File: src/rtl/addsub_pkg.sv
// Shared types and the per-lane arithmetic used by addsub_pipe.
package addsub_pkg;

    // Widest lane the arithmetic helper supports; each lane zero-extends its
    // operands up to this width and the caller passes the real lane width.
    localparam int MAX_W = 64;

    typedef enum logic [1:0] {
        OP_ADD  = 2'b00,  // (a+b) mod 2^W, flag = carry out
        OP_SUB  = 2'b01,  // (a-b) mod 2^W, flag = borrow
        OP_ADDS = 2'b10,  // min(a+b, 2^W-1), flag = clamped
        OP_SUBS = 2'b11   // max(a-b, 0), flag = clamped
    } op_e;

    // One lane result: indicator bit plus the W-bit value in the low bits of y.
    typedef struct packed {
        logic             flag;
        logic [MAX_W-1:0] y;
    } lane_res_t;

    // Pure W+1-bit lane arithmetic. a and b must already be zero above bit w-1,
    // so bit w of the widened sum is exactly the carry out of a w-bit add.
    function automatic lane_res_t lane_calc(
        input op_e              op,
        input logic [MAX_W-1:0] a,
        input logic [MAX_W-1:0] b,
        input int unsigned      w
    );
        lane_res_t        res;
        logic [MAX_W:0]   sum;
        logic [MAX_W:0]   diff;
        logic [MAX_W-1:0] mask;
        logic             carry;
        logic             borrow;

        mask   = {MAX_W{1'b1}} >> (MAX_W - w);
        sum    = {1'b0, a} + {1'b0, b};
        diff   = {1'b0, a} - {1'b0, b};
        carry  = sum[w];
        borrow = (a < b);

        res.flag = 1'b0;
        res.y    = '0;
        case (op)
            OP_ADD: begin
                res.y    = sum[MAX_W-1:0] & mask;
                res.flag = carry;
            end
            OP_SUB: begin
                res.y    = diff[MAX_W-1:0] & mask;
                res.flag = borrow;
            end
            OP_ADDS: begin
                res.y    = carry ? mask : (sum[MAX_W-1:0] & mask);
                res.flag = carry;
            end
            default: begin
                res.y    = borrow ? '0 : (diff[MAX_W-1:0] & mask);
                res.flag = borrow;
            end
        endcase
        return res;
    endfunction

endpackage

File: src/rtl/addsub_stage.sv
// One valid/ready register slice. It loads whenever it is empty or its current
// contents leave this cycle, so a chain of these has no bubbles under flow.
module addsub_stage #(
    parameter int PW = 22
) (
    input  logic          clk,
    input  logic          rst,
    input  logic          in_valid,
    output logic          in_ready,
    input  logic [PW-1:0] in_data,
    output logic          out_valid,
    input  logic          out_ready,
    output logic [PW-1:0] out_data
);

    logic          valid_reg;
    logic [PW-1:0] data_reg;

    // Combinational ready: free slot now, or the held item drains this edge.
    assign in_ready  = !valid_reg || out_ready;
    assign out_valid = valid_reg;
    assign out_data  = data_reg;

    // Slice register: capture on a load, otherwise hold (stable under stall).
    always_ff @(posedge clk or posedge rst) begin
        if (rst) begin
            valid_reg <= 1'b0;
            data_reg  <= '0;
        end else if (in_ready) begin
            valid_reg <= in_valid;
            if (in_valid) begin
                data_reg <= in_data;
            end
        end
    end

endmodule

File: src/rtl/addsub_pipe.sv
// Multi-lane add/subtract pipeline. Lane arithmetic is evaluated at acceptance
// and captured in stage 0; later stages only delay the {flag, y} payload.
module addsub_pipe
    import addsub_pkg::*;
#(
    parameter int W     = 10,
    parameter int LANES = 2,
    parameter int DEPTH = 2
) (
    input  logic               clk,
    input  logic               rst,
    input  logic               in_valid,
    output logic               in_ready,
    input  logic [1:0]         op,
    input  logic [LANES*W-1:0] a,
    input  logic [LANES*W-1:0] b,
    output logic               out_valid,
    input  logic               out_ready,
    output logic [LANES*W-1:0] y,
    output logic [LANES-1:0]   flag
);

    // Each lane carries W result bits plus its indicator bit.
    localparam int LW = W + 1;
    localparam int PW = LANES * LW;

    // Stage k consumes index k and produces index k+1; index 0 is the block
    // input and index DEPTH is the block output.
    logic          stg_valid [DEPTH+1];
    logic          stg_ready [DEPTH+1];
    logic [PW-1:0] stg_data  [DEPTH+1];

    logic [PW-1:0] calc_data;
    lane_res_t     lane_res [LANES];

    // Per-lane arithmetic feeding stage 0.
    for (genvar gi = 0; gi < LANES; gi++) begin : g_lane_calc
        assign lane_res[gi] = lane_calc(op_e'(op),
                                        MAX_W'(a[gi*W +: W]),
                                        MAX_W'(b[gi*W +: W]),
                                        W);
        assign calc_data[gi*LW +: LW] = {lane_res[gi].flag, lane_res[gi].y[W-1:0]};
    end

    assign stg_valid[0]     = in_valid;
    assign stg_data[0]      = calc_data;
    assign in_ready         = stg_ready[0];
    assign stg_ready[DEPTH] = out_ready;

    // Register chain; ready ripples back combinationally from out_ready.
    for (genvar gi = 0; gi < DEPTH; gi++) begin : g_stage
        addsub_stage #(
            .PW(PW)
        ) u_stage (
            .clk       (clk),
            .rst       (rst),
            .in_valid  (stg_valid[gi]),
            .in_ready  (stg_ready[gi]),
            .in_data   (stg_data[gi]),
            .out_valid (stg_valid[gi+1]),
            .out_ready (stg_ready[gi+1]),
            .out_data  (stg_data[gi+1])
        );
    end

    assign out_valid = stg_valid[DEPTH];

    // Unpack the last stage into the lane result and indicator buses.
    for (genvar gi = 0; gi < LANES; gi++) begin : g_lane_out
        assign y[gi*W +: W] = stg_data[DEPTH][gi*LW +: W];
        assign flag[gi]     = stg_data[DEPTH][gi*LW + W];
    end

endmodule

File: config.mk
export PLATFORM = sky130hd
export DESIGN_NAME = addsub_pipe
export DESIGN_NICKNAME = d
export VERILOG_FILES = /design/src/rtl/addsub_pkg.sv /design/src/rtl/addsub_stage.sv /design/src/rtl/addsub_pipe.sv
export SDC_FILE = /design/constraint.sdc
export NUM_CORES = 1
export LEC_CHECK = 0
export BUFFER_PORTS_ARGS = -buffer_cell sky130_fd_sc_hd__clkbuf_2
export CAP_MARGIN = 20
export CORE_MARGIN = 2
export CORE_UTILIZATION = 60
export DETAILED_ROUTE_END_ITERATION = 8
export PLACE_DENSITY = 0.89
export SETUP_SLACK_MARGIN = 0.02
export SLEW_MARGIN = 10
export SYNTH_ARGS = -nofsm -noshare
export SYNTH_HDL_FRONTEND = slang
export SYNTH_SLANG_ARGS = --single-unit
File: constraint.sdc
create_clock -name clk -period 2.66 [get_ports clk]
set_input_delay 0 -clock clk [delete_from_list [all_inputs] [get_ports clk]]
set_output_delay 0 -clock clk [all_outputs]
set_load 0.01 [all_outputs]
After elaboration in Yosys (flattened, before gate mapping). Index checks and enable logic that the tools add are counted.

Register bits after elaboration: 46. Input bits: 46. Output and inout port bits: 24. Word-level logic and storage cells: 25.

Add/sub/neg operators: 4. $lt $le $gt $ge: 2. Equality and inequality tests: 2. Mux-type cells: 6. Reductions and logical operators: 7.

Operators with widths (number): one-hot mux 65 bit (3 select lines) (2); two-way mux 10 bit (4); adder 10 x 10 -> 11 bit (2); less-than comparator 10 bit (2); subtractor 10 bit (2); AND reduction 2 bit (2); equality test 2 x 1 -> 1 bit (second input constant) (1); equality test 2 bit (second input constant) (1); logical NOT 1 bit (2); logical NOT 2 bit (1); logical OR 1 bit (2).

Depth between registers and ports, before layout. Gate-level depths: netlist of run 1.

Depth after elaboration: 4. Depth in mapped cells: 10. Depth with buffers taken out: 10.

By module. Synthesis of run 1 repeated with hierarchy kept, for this count alone.

Cell total of the unflattened synthesis: 444. Area, all modules: 4326.6 µm².

By module, submodules not included: addsub_pipe (times used 1, cells each 342, area an instance 2377.3 µm², sequential area each 0.0 µm²); addsub_stage (times used 2, cells each 51, area an instance 974.7 µm², sequential area each 575.6 µm²).

Worst setup path after synthesis of run 1. No wires, ideal clock.

Kind: input to register. From: input port b[7]. To: register g_stage[0].u_stage.data_reg[5]. Arrival time: 1.918 ns. Data required time: 2.531 ns. Slack: 0.613 ns. Stages: 9. Path buffers: 1. Cell sequence: inv_1 ha_1 buf_6 and2_4 or4_1 o2111a_1 o21a_1 and3_1 o41a_1.

Word-level cells in the longest chain between the ends: 3. Elaborated cells between the ends (all ways): 5. Those cells by class: add/sub (1); order compare (1); mux (3).

Ends and longest elaborated chain: start, declared (line addsub_pipe.sv:16) `input logic [LANES*W-1:0] b,`; adder 10 x 10 -> 11 bit or less-than comparator 10 bit (tied branches) (line addsub_pkg.sv:37, addsub_pkg.sv:40); two-way mux 10 bit, on equally long branches (line addsub_pkg.sv:54, addsub_pkg.sv:58); one-hot mux 65 bit (3 select lines) * (line addsub_pkg.sv:44) `case (op)`; end signal, assigned (line addsub_stage.sv:32) `data_reg <= in_data;`; end, declared (line addsub_stage.sv:17) `logic [PW-1:0] data_reg;`.

Mark *: on every way between the ends. The rest lies on a longest branch, timed or not. A chain may end at the register's enable or synchronous reset.

Worst setup path in the final report of run 1.
From: input port a[10]. To: register g_stage[0].u_stage.data_reg[21].

Word-level cells in the longest chain between the ends: 2. Elaborated cells between the ends (all ways): 3. Those cells by class: add/sub (1); order compare (1); mux (1).

Ends and longest elaborated chain: start, declared (line addsub_pipe.sv:15) `input logic [LANES*W-1:0] a,`; adder 10 x 10 -> 11 bit or less-than comparator 10 bit (tied branches) (line addsub_pkg.sv:37, addsub_pkg.sv:40); one-hot mux 65 bit (3 select lines) * (line addsub_pkg.sv:44).

Marks and branches as above.

==> impl_metrics.env, run 1 <==
export IMPL_outcome="finished, final reports clean"
export IMPL_cp_max_fo=3
export IMPL_synth_edff_count=0
export IMPL_rrSetupSlack_ns=0.78
export IMPL_grt_resource_usage_total_pct=26.7
export IMPL_post_place_worst_slack_ns=0.369
export IMPL_postSynthNetCount=572
export IMPL_max_stage_delay_ns=0.41
export IMPL_cts_inserted_buffers=5
export IMPL_grt_overflow_total=0
export IMPL_worst_pin_slew_ns=0.892
export IMPL_grt_start_max_net_pins=47
export IMPL_finalSetupViolCount=0
export IMPL_unrepaired_setup_endpoints_after_global_routing="false"
export IMPL_seq_power_share_pct=39.2
export IMPL_cts_root_to_sink_buffers=2
export IMPL_met3_wirelength_um=727
export IMPL_die_h_um=86.2
export IMPL_antenna_left=0
export IMPL_slew_headroom_pct=40.4
export IMPL_cts_repair_resize_count=0
export IMPL_remaining_drc_errors=0
export IMPL_max_cap_violations=0
export IMPL_first_pass_grt_wire_length_um=16100
export IMPL_hold_fix_buffer_count_after_cts=2
export IMPL_final_layout_size_suffix_gt1_share_pct=20.7
export IMPL_synthDominantAreaCellType="sky130_fd_sc_hd__dfrtp_1"
export IMPL_holdCritStartpoint="out_ready"
export IMPL_place_congestion=0.917
export IMPL_min_path_cells=3
export IMPL_synthesis_area_um2=4050
export IMPL_area_of_the_core_region_um2=6460
export IMPL_grt_antenna_before_repair=0
export IMPL_startpoint_type="input port"
export IMPL_detailed_place_area_um2=4470
export IMPL_power_per_standard_cell_area_nw_per_um2=545
export IMPL_final_core_utilization_pct=71.2
export IMPL_crit_path_start="a[10]"
export IMPL_mean_instance_size_in_the_synthesized_netlist_um2=8.41
export IMPL_final_design_area_excluding_fillers_um2=4600
export IMPL_min_period_over_period_pct=75.5
export IMPL_antennaDiodeCount=0
export IMPL_p_int_mw=1.63
export IMPL_critPathKind="in -> reg"
export IMPL_switchingPower_mw=0.875
export IMPL_count_of_distinct_cell_types_in_the_synthesized_netlist=63
export IMPL_cts_root_buf="sky130_fd_sc_hd__clkbuf_8"
export IMPL_areaGrowthSynthToFinish_pct=13.4
export IMPL_post_synth_top_area_fraction_pct=28.4
export IMPL_cp_arrival_ns=2.20
export IMPL_start_util_pct=62.8
export IMPL_rr_startpoint="g_stage[0].u_stage.out_valid$_DFFE_PP0N_"
export IMPL_timing_final_max_slew_violations=0
export IMPL_combinationalPowerShare_pct=39.9
export IMPL_via_count=3829
export IMPL_dieArea_um2=7430
export IMPL_element_type_at_the_critical_path_end="flip-flop"
export IMPL_static_leakage_power_nw=2.21
export IMPL_post_dp_hpwl_um=7930
export IMPL_critical_path_slowest_cell="sky130_fd_sc_hd__fa_1"
export IMPL_io_pin_count=70
export IMPL_drt_met1_wl_um=4760
export IMPL_timing_fmax_mhz=498
export IMPL_synthArstFlopShare_pct=100
export IMPL_port_buffers=69
export IMPL_post_layout_total_power_mw=2.51
export IMPL_routed_wirelength_um=9950
export IMPL_floorplan_rows=29
export IMPL_netlist_top_cells_area="sky130_fd_sc_hd__dfrtp_1, sky130_fd_sc_hd__ha_1, sky130_fd_sc_hd__mux2_2"
export IMPL_fin_setup_tns_ns=0
export IMPL_cp_common_cell="sky130_fd_sc_hd__a21oi_1"
export IMPL_clock_sinks=46
export IMPL_wl_met2_um=4300
export IMPL_cp_data_required_time_ns=2.85
export IMPL_yosys_register_bits=46
export IMPL_ys_seq_area_share_pct=28.4
export IMPL_final_min_clock_period_ns=2.01
export IMPL_highest_signal_layer="met4"
export IMPL_report_final_hold_viol_count=0
export IMPL_grt_pass1_vias=3441
export IMPL_insertion_delay_ns=0.29
export IMPL_chipWidth_um=86.2
export IMPL_via_per_inst=6.15
export IMPL_post_synth_inst_count=482
export IMPL_clock_power_share_pct=20.8
export IMPL_ir_drop_mv=0.269
export IMPL_drt_iter0_markers=404
export IMPL_synth_main_ff_cell="sky130_fd_sc_hd__dfrtp_1"
export IMPL_finalWorstSetupSlack_ns=0.651
export IMPL_skew_ns=0.00255
export IMPL_postCtsSetupRepairBufs=0
export IMPL_reg2reg_depth=4
export IMPL_cts_htree_levels=2
export IMPL_switching_share_of_total_power_pct=34.9
export IMPL_min_path_type="in -> reg"
export IMPL_route_detailed_wl_per_inst_um=16.0
export IMPL_timing_critical_path_cells="clkbuf_2 -> inv_1 -> ha_1 -> fa_1 -> nand2b_1 -> a21oi_1 -> o22ai_1 -> o21ai_0 -> a21oi_1 -> a32o_1"
export IMPL_drt_first_pass_iters=5
export IMPL_design_final_nets=636
export IMPL_clk_pin_slew_ns=0.08
export IMPL_ys_warn_count=0
export IMPL_tritoncts="built"
==> placed cells by master (no fill, tap or decap), types with 4 or more instances in the layout <==
master / n
sky130_fd_sc_hd__inv_1: 42
sky130_fd_sc_hd__a31oi_1: 5
sky130_fd_sc_hd__xnor2_1: 7
sky130_fd_sc_hd__a21oi_1: 32
sky130_fd_sc_hd__or4_1: 4
sky130_fd_sc_hd__clkbuf_2: 69
sky130_fd_sc_hd__nand3_1: 10
sky130_fd_sc_hd__a221o_1: 4
sky130_fd_sc_hd__a211oi_1: 4
sky130_fd_sc_hd__nor2_1: 40
sky130_fd_sc_hd__mux2_2: 22
sky130_fd_sc_hd__o31ai_1: 8
sky130_fd_sc_hd__nor2b_1: 8
sky130_fd_sc_hd__o211ai_1: 8
sky130_fd_sc_hd__nand4_1: 4
sky130_fd_sc_hd__dfrtp_1: 46
sky130_fd_sc_hd__nand2b_1: 20
sky130_fd_sc_hd__buf_4: 9
sky130_fd_sc_hd__nand2_1: 32
sky130_fd_sc_hd__o21a_1: 9
sky130_fd_sc_hd__and3_1: 6
sky130_fd_sc_hd__clkbuf_8: 6
sky130_fd_sc_hd__and2_1: 4
sky130_fd_sc_hd__mux2i_1: 4
sky130_fd_sc_hd__nor3_1: 13
sky130_fd_sc_hd__ha_1: 40
sky130_fd_sc_hd__fa_1: 4
sky130_fd_sc_hd__o21ai_0: 28
==> worst max-delay path: cells and delay by family <==
family / cells / cell delay (ns)
simple gates: 1 / 0.21
fa+ha+maj: 2 / 0.63
buf+inv: 2 / 0.16
compound gates: 5 / 1.18
==> area by class of cell <==
class,count,area [µm²]
Clock inverter,1,30.0
Sequential cell,46,1150
Multi-Input combinational cell,370,2640
Clock buffer,6,82.6
Inverter,43,161
Timing Repair Buffer,80,433
Tap cell,77,96.3
Fill cell,519,1860
==> state kept, by name (all words and copies together), names as in the netlist <==
| name | flops |
|---|---|
| g_stage.u_stage.out_valid | 2 |
| g_stage.u_stage.out_data | 44 |
==> synth_stat cells (4+ instances only) <==
cell and instances:
sky130_fd_sc_hd__inv_1 43, sky130_fd_sc_hd__and2_1 4, sky130_fd_sc_hd__clkbuf_1 17, sky130_fd_sc_hd__nand3_1 10
sky130_fd_sc_hd__nor2_1 40, sky130_fd_sc_hd__nand2_1 32, sky130_fd_sc_hd__and3_1 6, sky130_fd_sc_hd__nand2b_1 20
sky130_fd_sc_hd__fa_1 4, sky130_fd_sc_hd__dfrtp_1 46, sky130_fd_sc_hd__o211ai_1 8, sky130_fd_sc_hd__a21oi_1 32
sky130_fd_sc_hd__mux2i_1 4, sky130_fd_sc_hd__o21a_1 9, sky130_fd_sc_hd__a31oi_1 5, sky130_fd_sc_hd__nor2b_1 8
sky130_fd_sc_hd__nand4_1 4, sky130_fd_sc_hd__ha_1 40, sky130_fd_sc_hd__nor3_1 13, sky130_fd_sc_hd__o31ai_1 8
sky130_fd_sc_hd__o21ai_0 28, sky130_fd_sc_hd__or4_1 4, sky130_fd_sc_hd__a221o_1 4, sky130_fd_sc_hd__a211oi_1 4
sky130_fd_sc_hd__mux2_2 22, sky130_fd_sc_hd__xnor2_1 7
==> layer usage <==
metal  up-vias  global-route usage (%)
li1       1868                       -
met1      1768                    40.1
met2       177                    40.6
met3        16                    3.62
met4         0                    7.10
met5         -                       0
==> per-stage QoR <==
step / hold WS [ns] / cells
3_3_place_gp: 0.142 / 614
2_1_floorplan: 0.108 / 482
4_1_cts: 0.0468 / 623
5_1_grt: 0.0578 / 623
6_report: 0.0535 / 623
3_5_place_dp: 0.148 / 614
==> final timing paths <==
kind                                                               end
min                           g_stage[1].u_stage.out_valid$_DFFE_PP0P_
max reg2reg                 g_stage[0].u_stage.out_data[6]$_DFFE_PP0P_
max                        g_stage[0].u_stage.out_data[21]$_DFFE_PP0P_
min reg2reg                 g_stage[0].u_stage.out_data[2]$_DFFE_PP0P_
max in group asynchronous   g_stage[1].u_stage.out_data[2]$_DFFE_PP0P_
min in group asynchronous     g_stage[1].u_stage.out_valid$_DFFE_PP0P_
==> power groups by stage <==
stage / registers (mW) / logic [mW] / clock network (mW)
finish: 0.983 / 1.00 / 0.522
global route: 1.01 / 1.09 / 0.555
CTS: 0.984 / 0.990 / 0.527
detailed placement: 0.999 / 0.983 / 0
global placement: 0.985 / 0.949 / 0
floorplan: 1.02 / 0.615 / 0
==> cell families (layout without fill, tap and decap cells) <==
family,after synthesis,after routing,synth area share (%)
and+or+nand+nor,153,153,18.8
AOI/OAI and AO/OA,137,137,22.8
buffers and inverters,66,130,6.39
DFF,46,46,28.4
adders and majority gates,44,44,14.3
muxes,26,26,7.10
xor gates and xnor gates,10,10,2.16
Note: power is estimated with default switching activity, not from simulation.
==> run 2: changes to the inputs <==
ABC_AREA = 1   (was default)
CORE_UTILIZATION = 53   (was 60)
PLACE_DENSITY = 0.82   (was 0.89)
clock period = 1.8 ns   (was 2.66 ns; I/O delays follow)
==> impl_metrics.env, run 2 <==
export IMPL_outcome="finished, final reports clean"
export IMPL_ys_seq_area_share_pct=26.2
export IMPL_die_h_um=95.0
export IMPL_synth_main_ff_cell="sky130_fd_sc_hd__dfrtp_1"
export IMPL_timing_fmax_mhz=678
export IMPL_hold_fix_buffer_count_after_cts=2
export IMPL_cts_repair_resize_count=0
export IMPL_route_detailed_wl_per_inst_um=12.6
export IMPL_routed_wirelength_um=10900
export IMPL_area_of_the_core_region_um2=8130
export IMPL_finalSetupViolCount=0
export IMPL_skew_ns=0.00468
export IMPL_start_util_pct=53.9
export IMPL_design_final_nets=843
export IMPL_tritoncts="built"
export IMPL_antenna_left=0
export IMPL_max_cap_violations=0
export IMPL_reg2reg_depth=4
export IMPL_mostFrequentLayoutCell="sky130_fd_sc_hd__nand2_1"
export IMPL_min_path_type="in -> async"
export IMPL_chipWidth_um=95.0
export IMPL_detailed_place_area_um2=4890
export IMPL_element_type_at_the_critical_path_end="flip-flop"
export IMPL_via_per_inst=5.18
export IMPL_regToRegEndpoint="g_stage[1].u_stage.out_data[4]$_DFFE_PP0P_"
export IMPL_cp_max_fo=4
export IMPL_drt_iter0_markers=231
export IMPL_remaining_drc_errors=0
export IMPL_netlist_top_cells_area="sky130_fd_sc_hd__dfrtp_1, sky130_fd_sc_hd__nand2_1, sky130_fd_sc_hd__ha_1"
export IMPL_rr_startpoint="g_stage[1].u_stage.out_valid$_DFFE_PP0P_"
export IMPL_post_synth_top_area_fraction_pct=26.2
export IMPL_synth_edff_count=0
export IMPL_ys_warn_count=0
export IMPL_synthesis_area_um2=4390
export IMPL_cts_htree_levels=2
export IMPL_most_frequent_cells_in_the_layout="sky130_fd_sc_hd__nand2_1, sky130_fd_sc_hd__inv_1, sky130_fd_sc_hd__clkbuf_2"
export IMPL_unrepaired_setup_endpoints_after_global_routing="false"
export IMPL_areaGrowthSynthToFinish_pct=15.1
export IMPL_io_pin_count=70
export IMPL_post_layout_total_power_mw=3.97
export IMPL_antennaDiodeCount=0
export IMPL_cp_data_required_time_ns=2.02
export IMPL_startpoint_type="input port"
export IMPL_first_pass_grt_wire_length_um=17800
export IMPL_grt_busiest_layer="met2"
export IMPL_worst_pin_slew_ns=0.350
export IMPL_post_dp_hpwl_um=8950
export IMPL_final_layout_size_suffix_gt1_share_pct=15.5
export IMPL_clk_pin_slew_ns=0.08
export IMPL_min_period_over_period_pct=81.9
export IMPL_grt_pass1_vias=3919
export IMPL_fin_setup_tns_ns=0
export IMPL_report_final_hold_viol_count=0
export IMPL_groute_layer_met2_usage_pct=37.5
export IMPL_post_synth_inst_count=680
export IMPL_floorplan_rows=33
export IMPL_cts_root_buf="sky130_fd_sc_hd__clkbuf_8"
export IMPL_n_fill_cell=787
export IMPL_cts_inserted_buffers=5
export IMPL_crit_path_start="a[0]"
export IMPL_rrSetupSlack_ns=0.46
export IMPL_count_of_distinct_cell_types_in_the_synthesized_netlist=32
export IMPL_final_design_area_excluding_fillers_um2=5050
export IMPL_grt_start_max_net_pins=34
export IMPL_yosys_register_bits=46
export IMPL_place_congestion=0.951
export IMPL_synthArstFlopShare_pct=100
export IMPL_grt_overflow_total=0
export IMPL_gr_layer_usage_met1_pct=37.4
export IMPL_dieArea_um2=9020
export IMPL_cts_root_to_sink_buffers=2
export IMPL_yosys_cell_count_top_type="sky130_fd_sc_hd__nand2_1"
export IMPL_synthDominantAreaCellType="sky130_fd_sc_hd__dfrtp_1"
export IMPL_use_met3_pct=2.79
export IMPL_critPathKind="in -> reg"
export IMPL_ir_drop_mv=0.385
export IMPL_drt_first_pass_iters=5
export IMPL_synth_cells_most_frequent="sky130_fd_sc_hd__nand2_1, sky130_fd_sc_hd__inv_1, sky130_fd_sc_hd__nand3_1"
export IMPL_via_count=4446
export IMPL_largest_register_ffs=44
export IMPL_postCtsSetupRepairBufs=0
export IMPL_grt_resource_usage_total_pct=24.9
export IMPL_timing_final_max_slew_violations=0
export IMPL_final_min_clock_period_ns=1.47
export IMPL_power_per_standard_cell_area_nw_per_um2=786
export IMPL_critical_path_end="g_stage[0].u_stage.out_data[8]$_DFFE_PP0P_"
export IMPL_cp_arrival_ns=1.70
export IMPL_slew_headroom_pct=76.5
export IMPL_insertion_delay_ns=0.29
export IMPL_mean_instance_size_in_the_synthesized_netlist_um2=6.45
export IMPL_clock_sinks=46
export IMPL_port_buffers=69
export IMPL_static_leakage_power_nw=2.93
export IMPL_postSynthNetCount=770
export IMPL_grt_antenna_before_repair=0
run 2: cell types whose count changed after synthesis, sizes merged, moves of 9 or more:
cell / delta
mux2: -10
nand3: +53
clkbuf: -10
buf: +9
nand2b: -20
nand2: +177
o21a: -9
nor2: +16
inv: +74
run 2: layout make-up:
cell class	count	area, µm²	area share [%]
multi-input combinational	493	2680	53.2
sequential	46	1150	22.8
timing repair buffer	88	526	10.4
inverter	119	447	8.85
tap	105	131	2.60
clock buffer	5	68.8	1.36
clock inverter	3	40.0	0.793
run 2: layer usage:
metal / vias to the layer above / part of all wire (%)
met5: - / 0
met4: 0 / 1.1
met3: 8 / 6.0
met2: 153 / 43
met1: 2002 / 50
li1: 2283 / -
run 2: kinds of logic after synthesis:
group	after synthesis	share of synthesized area [%]
xor+xnor	10	2.00
fa+ha+maj	44	13.2
simple gates	340	32.3
buf+inv	141	12.6
flops	46	26.2
mux	12	3.08
compound gates	87	10.6
run 2: how the worst min path moves through the flow:
stage	from	endpoint	slack, ns	cells past startpoint
floorplan	out_ready	in_ready	0.17	2
global placement	rst	g_stage[0].u_stage.out_valid$_DFFE_PP0N_	0.13	2
detailed placement	rst	g_stage[1].u_stage.out_valid$_DFFE_PP0P_	0.15	2
CTS	in_valid	g_stage[0].u_stage.out_valid$_DFFE_PP0N_	0.13	4
global route	in_valid	g_stage[0].u_stage.out_valid$_DFFE_PP0N_	0.16	4
finish	rst	g_stage[0].u_stage.out_valid$_DFFE_PP0N_	0.16	3
run 2: through the flow:
| stage | std cells | utilization (%) | hold slack (ns) | setup WS [ns] |
|---|---|---|---|---|
| 2_1_floorplan | 680 | - | 0.174 | 0.315 |
| 3_3_place_gp | 848 | 60.1 | 0.133 | 0.0846 |
| 3_5_place_dp | 848 | 60.1 | 0.147 | 0.0578 |
| 4_1_cts | 858 | 61.7 | 0.134 | 0.372 |
| 5_1_grt | 859 | 62.1 | 0.163 | 0.125 |
| 6_report | 859 | 62.1 | 0.160 | 0.326 |
run 2: critical path, stage by stage:
cell                       delay [ns]
sky130_fd_sc_hd__clkbuf_2        0.09
sky130_fd_sc_hd__inv_1           0.05
sky130_fd_sc_hd__ha_1            0.13
sky130_fd_sc_hd__inv_1           0.08
sky130_fd_sc_hd__fa_1            0.43
sky130_fd_sc_hd__nand3_1         0.10
sky130_fd_sc_hd__nand3_1         0.17
sky130_fd_sc_hd__nand2_1         0.13
sky130_fd_sc_hd__nand2_1         0.05
sky130_fd_sc_hd__nand2_1         0.05
sky130_fd_sc_hd__nand2_1         0.07
sky130_fd_sc_hd__nand2_1         0.06
sky130_fd_sc_hd__nand2_1         0.05
sky130_fd_sc_hd__nand2_1         0.05
sky130_fd_sc_hd__nand2_1         0.05
sky130_fd_sc_hd__a21oi_1         0.12
run 2: report_power, final:
part	total [mW]	internal, mW	switching (mW)
sequential	1.49	1.34	0.154
clock	0.735	0.408	0.326
combinational	1.74	0.697	1.04
==> run 3: changes to the inputs <==
clock period = 1.3 ns   (was 1.8 ns; I/O delays follow)
==> impl_metrics.env, run 3 (synthesis gave the netlist of run 2 again) <==
export IMPL_critical_path_slowest_cell="sky130_fd_sc_hd__ha_4"
export IMPL_worst_pin_slew_ns=0.346
export IMPL_reg2reg_depth=4
export IMPL_finalSetupViolCount=2
export IMPL_mostFrequentLayoutCell="sky130_fd_sc_hd__nand2_1"
export IMPL_hold_end="g_stage[1].u_stage.out_valid$_DFFE_PP0P_"
export IMPL_post_layout_total_power_mw=6.46
export IMPL_cts_root_to_sink_buffers=2
export IMPL_remaining_drc_errors=0
export IMPL_report_final_hold_viol_count=0
export IMPL_timing_final_max_slew_violations=0
export IMPL_regToRegEndpoint="g_stage[1].u_stage.out_data[13]$_DFFE_PP0P_"
export IMPL_grt_pass1_vias=4595
export IMPL_cp_data_required_time_ns=1.52
export IMPL_final_min_clock_period_ns=1.32
export IMPL_rrSetupSlack_ns=0.06
export IMPL_chipWidth_um=95.0
export IMPL_holdCritStartpoint="out_ready"
export IMPL_clk_pin_slew_ns=0.08
export IMPL_via_count=5061
export IMPL_cp_num_buf_inv=4
export IMPL_area_of_the_core_region_um2=8130
export IMPL_port_buffers=69
export IMPL_max_stage_delay_ns=0.25
export IMPL_max_cap_violations=0
export IMPL_floorplan_rows=33
export IMPL_post_dp_hpwl_um=10200
export IMPL_antennaDiodeCount=0
export IMPL_finalWorstSetupSlack_ns=-0.0215
export IMPL_place_inst=935
export IMPL_io_pin_count=70
export IMPL_grt_busiest_layer="met2"
export IMPL_drt_iter0_markers=371
export IMPL_start_util_pct=53.9
export IMPL_fin_cells=955
export IMPL_min_path_cells=4
export IMPL_drt_first_pass_iters=5
export IMPL_skew_ns=0.00385
export IMPL_largest_register_ffs=44
export IMPL_unrepaired_setup_endpoints_after_global_routing="true"
export IMPL_startpoint_type="input port"
export IMPL_timing_critical_path_cells="clkbuf_2 -> inv_2 -> ha_4 -> buf_4 -> nor2_4 -> nand2_2 -> nor2_2 -> nand2_2 -> nand3_4 -> inv_1 -> nand2_1 -> nand2_1 -> nand3_1 -> nor2_1 -> nor2_1"
export IMPL_place_congestion=0.918
export IMPL_tritoncts="built"
export IMPL_clock_sinks=46
export IMPL_use_met3_pct=3.27
export IMPL_insertion_delay_ns=0.29
export IMPL_slew_headroom_pct=76.8
export IMPL_most_frequent_cells_in_the_layout="sky130_fd_sc_hd__nand2_1, sky130_fd_sc_hd__buf_4, sky130_fd_sc_hd__inv_1"
export IMPL_cp_arrival_ns=1.54
export IMPL_routed_wirelength_um=13800
export IMPL_element_type_at_the_critical_path_end="flip-flop"
export IMPL_gr_layer_usage_met1_pct=39.1
export IMPL_timing_fmax_mhz=757
export IMPL_cts_inserted_buffers=5
export IMPL_antenna_left=0
export IMPL_critPathKind="in -> reg"
export IMPL_grt_overflow_total=0
export IMPL_ir_drop_mv=0.574
export IMPL_power_per_standard_cell_area_nw_per_um2=986
export IMPL_min_path_type="in -> reg"
export IMPL_cts_htree_levels=2
export IMPL_grt_resource_usage_total_pct=29.3
export IMPL_rr_startpoint="g_stage[1].u_stage.out_valid$_DFFE_PP0P_"
export IMPL_post_place_worst_slack_ns=-0.378
export IMPL_grt_antenna_before_repair=0
export IMPL_dieArea_um2=9020
export IMPL_first_pass_grt_wire_length_um=21100
export IMPL_cp_max_fo=4
export IMPL_cts_root_buf="sky130_fd_sc_hd__clkbuf_8"
export IMPL_route_detailed_wl_per_inst_um=14.4
export IMPL_groute_layer_met2_usage_pct=50.5
export IMPL_via_per_inst=5.30
export IMPL_grt_start_max_net_pins=47
export IMPL_areaGrowthSynthToFinish_pct=49.3
export IMPL_die_h_um=95.0
export IMPL_min_period_over_period_pct=102
export IMPL_outcome="finished, violations left"
export IMPL_failed_checks="negative setup slack"
export IMPL_final_layout_size_suffix_gt1_share_pct=40.7
export IMPL_largest_delay_share_family_worst_path="simple AND/OR/NAND/NOR gates"
export IMPL_design_final_nets=940
export IMPL_static_leakage_power_nw=3.52
## run 3: changes by cell type in the layout (fill, tap and decap cells not counted), moves of 18 or more
cell | previous run | this run
sky130_fd_sc_hd__ha_1 | 40 | 19
sky130_fd_sc_hd__ha_4 | 0 | 18
sky130_fd_sc_hd__inv_1 | 113 | 94
sky130_fd_sc_hd__buf_4 | 15 | 109
sky130_fd_sc_hd__nand2_2 | 2 | 30
sky130_fd_sc_hd__nand2_1 | 206 | 169
## run 3: final cells by class
type,count,area (µm²)
clock inverter,1,30.0
fill,568,1590
multi-input combinational,494,3370
inverter,119,473
tap,105,131
timing repair buffer,184,1310
clock buffer,6,82.6
sequential,46,1150
## run 3: how the worst max path moves through the flow
stage                                                  endpoint  cells after the start  slack (ns)  startpoint
finish              g_stage[0].u_stage.out_data[17]$_DFFE_PP0P_                     15       -0.02       b[19]
global route        g_stage[0].u_stage.out_data[17]$_DFFE_PP0P_                     15       -0.09       b[19]
CTS                  g_stage[0].u_stage.out_data[8]$_DFFE_PP0P_                     16       0.004        a[0]
detailed placement  g_stage[0].u_stage.out_data[19]$_DFFE_PP0P_                     13       -0.38       a[10]
global placement    g_stage[0].u_stage.out_data[19]$_DFFE_PP0P_                     13       -0.34       a[10]
floorplan           g_stage[0].u_stage.out_data[20]$_DFFE_PP0P_                     15      -0.009       b[17]
## run 3: stage by stage
stage | cell area (µm²) | setup TNS (ns) | utilization [%] | hold slack (ns)
final | 6550 | -0.0322 | 80.5 | 0.0742
after detailed placement | 5760 | -6.73 | 70.8 | 0.0513
after global placement | 5760 | -5.64 | 70.8 | 0.0321
after CTS | 6070 | 0 | 74.6 | 0.00169
after global routing | 6550 | -0.590 | 80.5 | 0.102
after floorplan | 4620 | -0.0206 | - | 0.143
## run 3: repair_timing
action | in CTS | in global routing
resized for setup | 28 | 110
hold buffers | 1 | 0
setup endpoints to repair | 18 | 34
gates cloned | 0 | 2
pin swaps | 16 | 40
hold endpoints to repair | 46 | 0
setup buffers | 3 | 7
## run 3: where the power goes
part | internal (mW) | switching (mW) | leakage, nW | total (mW)
logic | 1.50 | 1.82 | 2.93 | 3.32
clock network | 0.615 | 0.439 | 0.0573 | 1.05
registers | 1.86 | 0.229 | 0.528 | 2.08
## run 3: per-layer routing
layer  part of all wire, %  vias up
met5                     0        -
met4                   3.2        0
met3                   5.9       51
met2                    48      225
met1                    43     2304
li1                      -     2481
## run 3: worst reg2reg max path, delay by kind of cell (launching register included)
family	cells	cell delay (ns)
buf+inv	1	0.16
flops	1	0.38
mux	1	0.36
simple gates	2	0.22
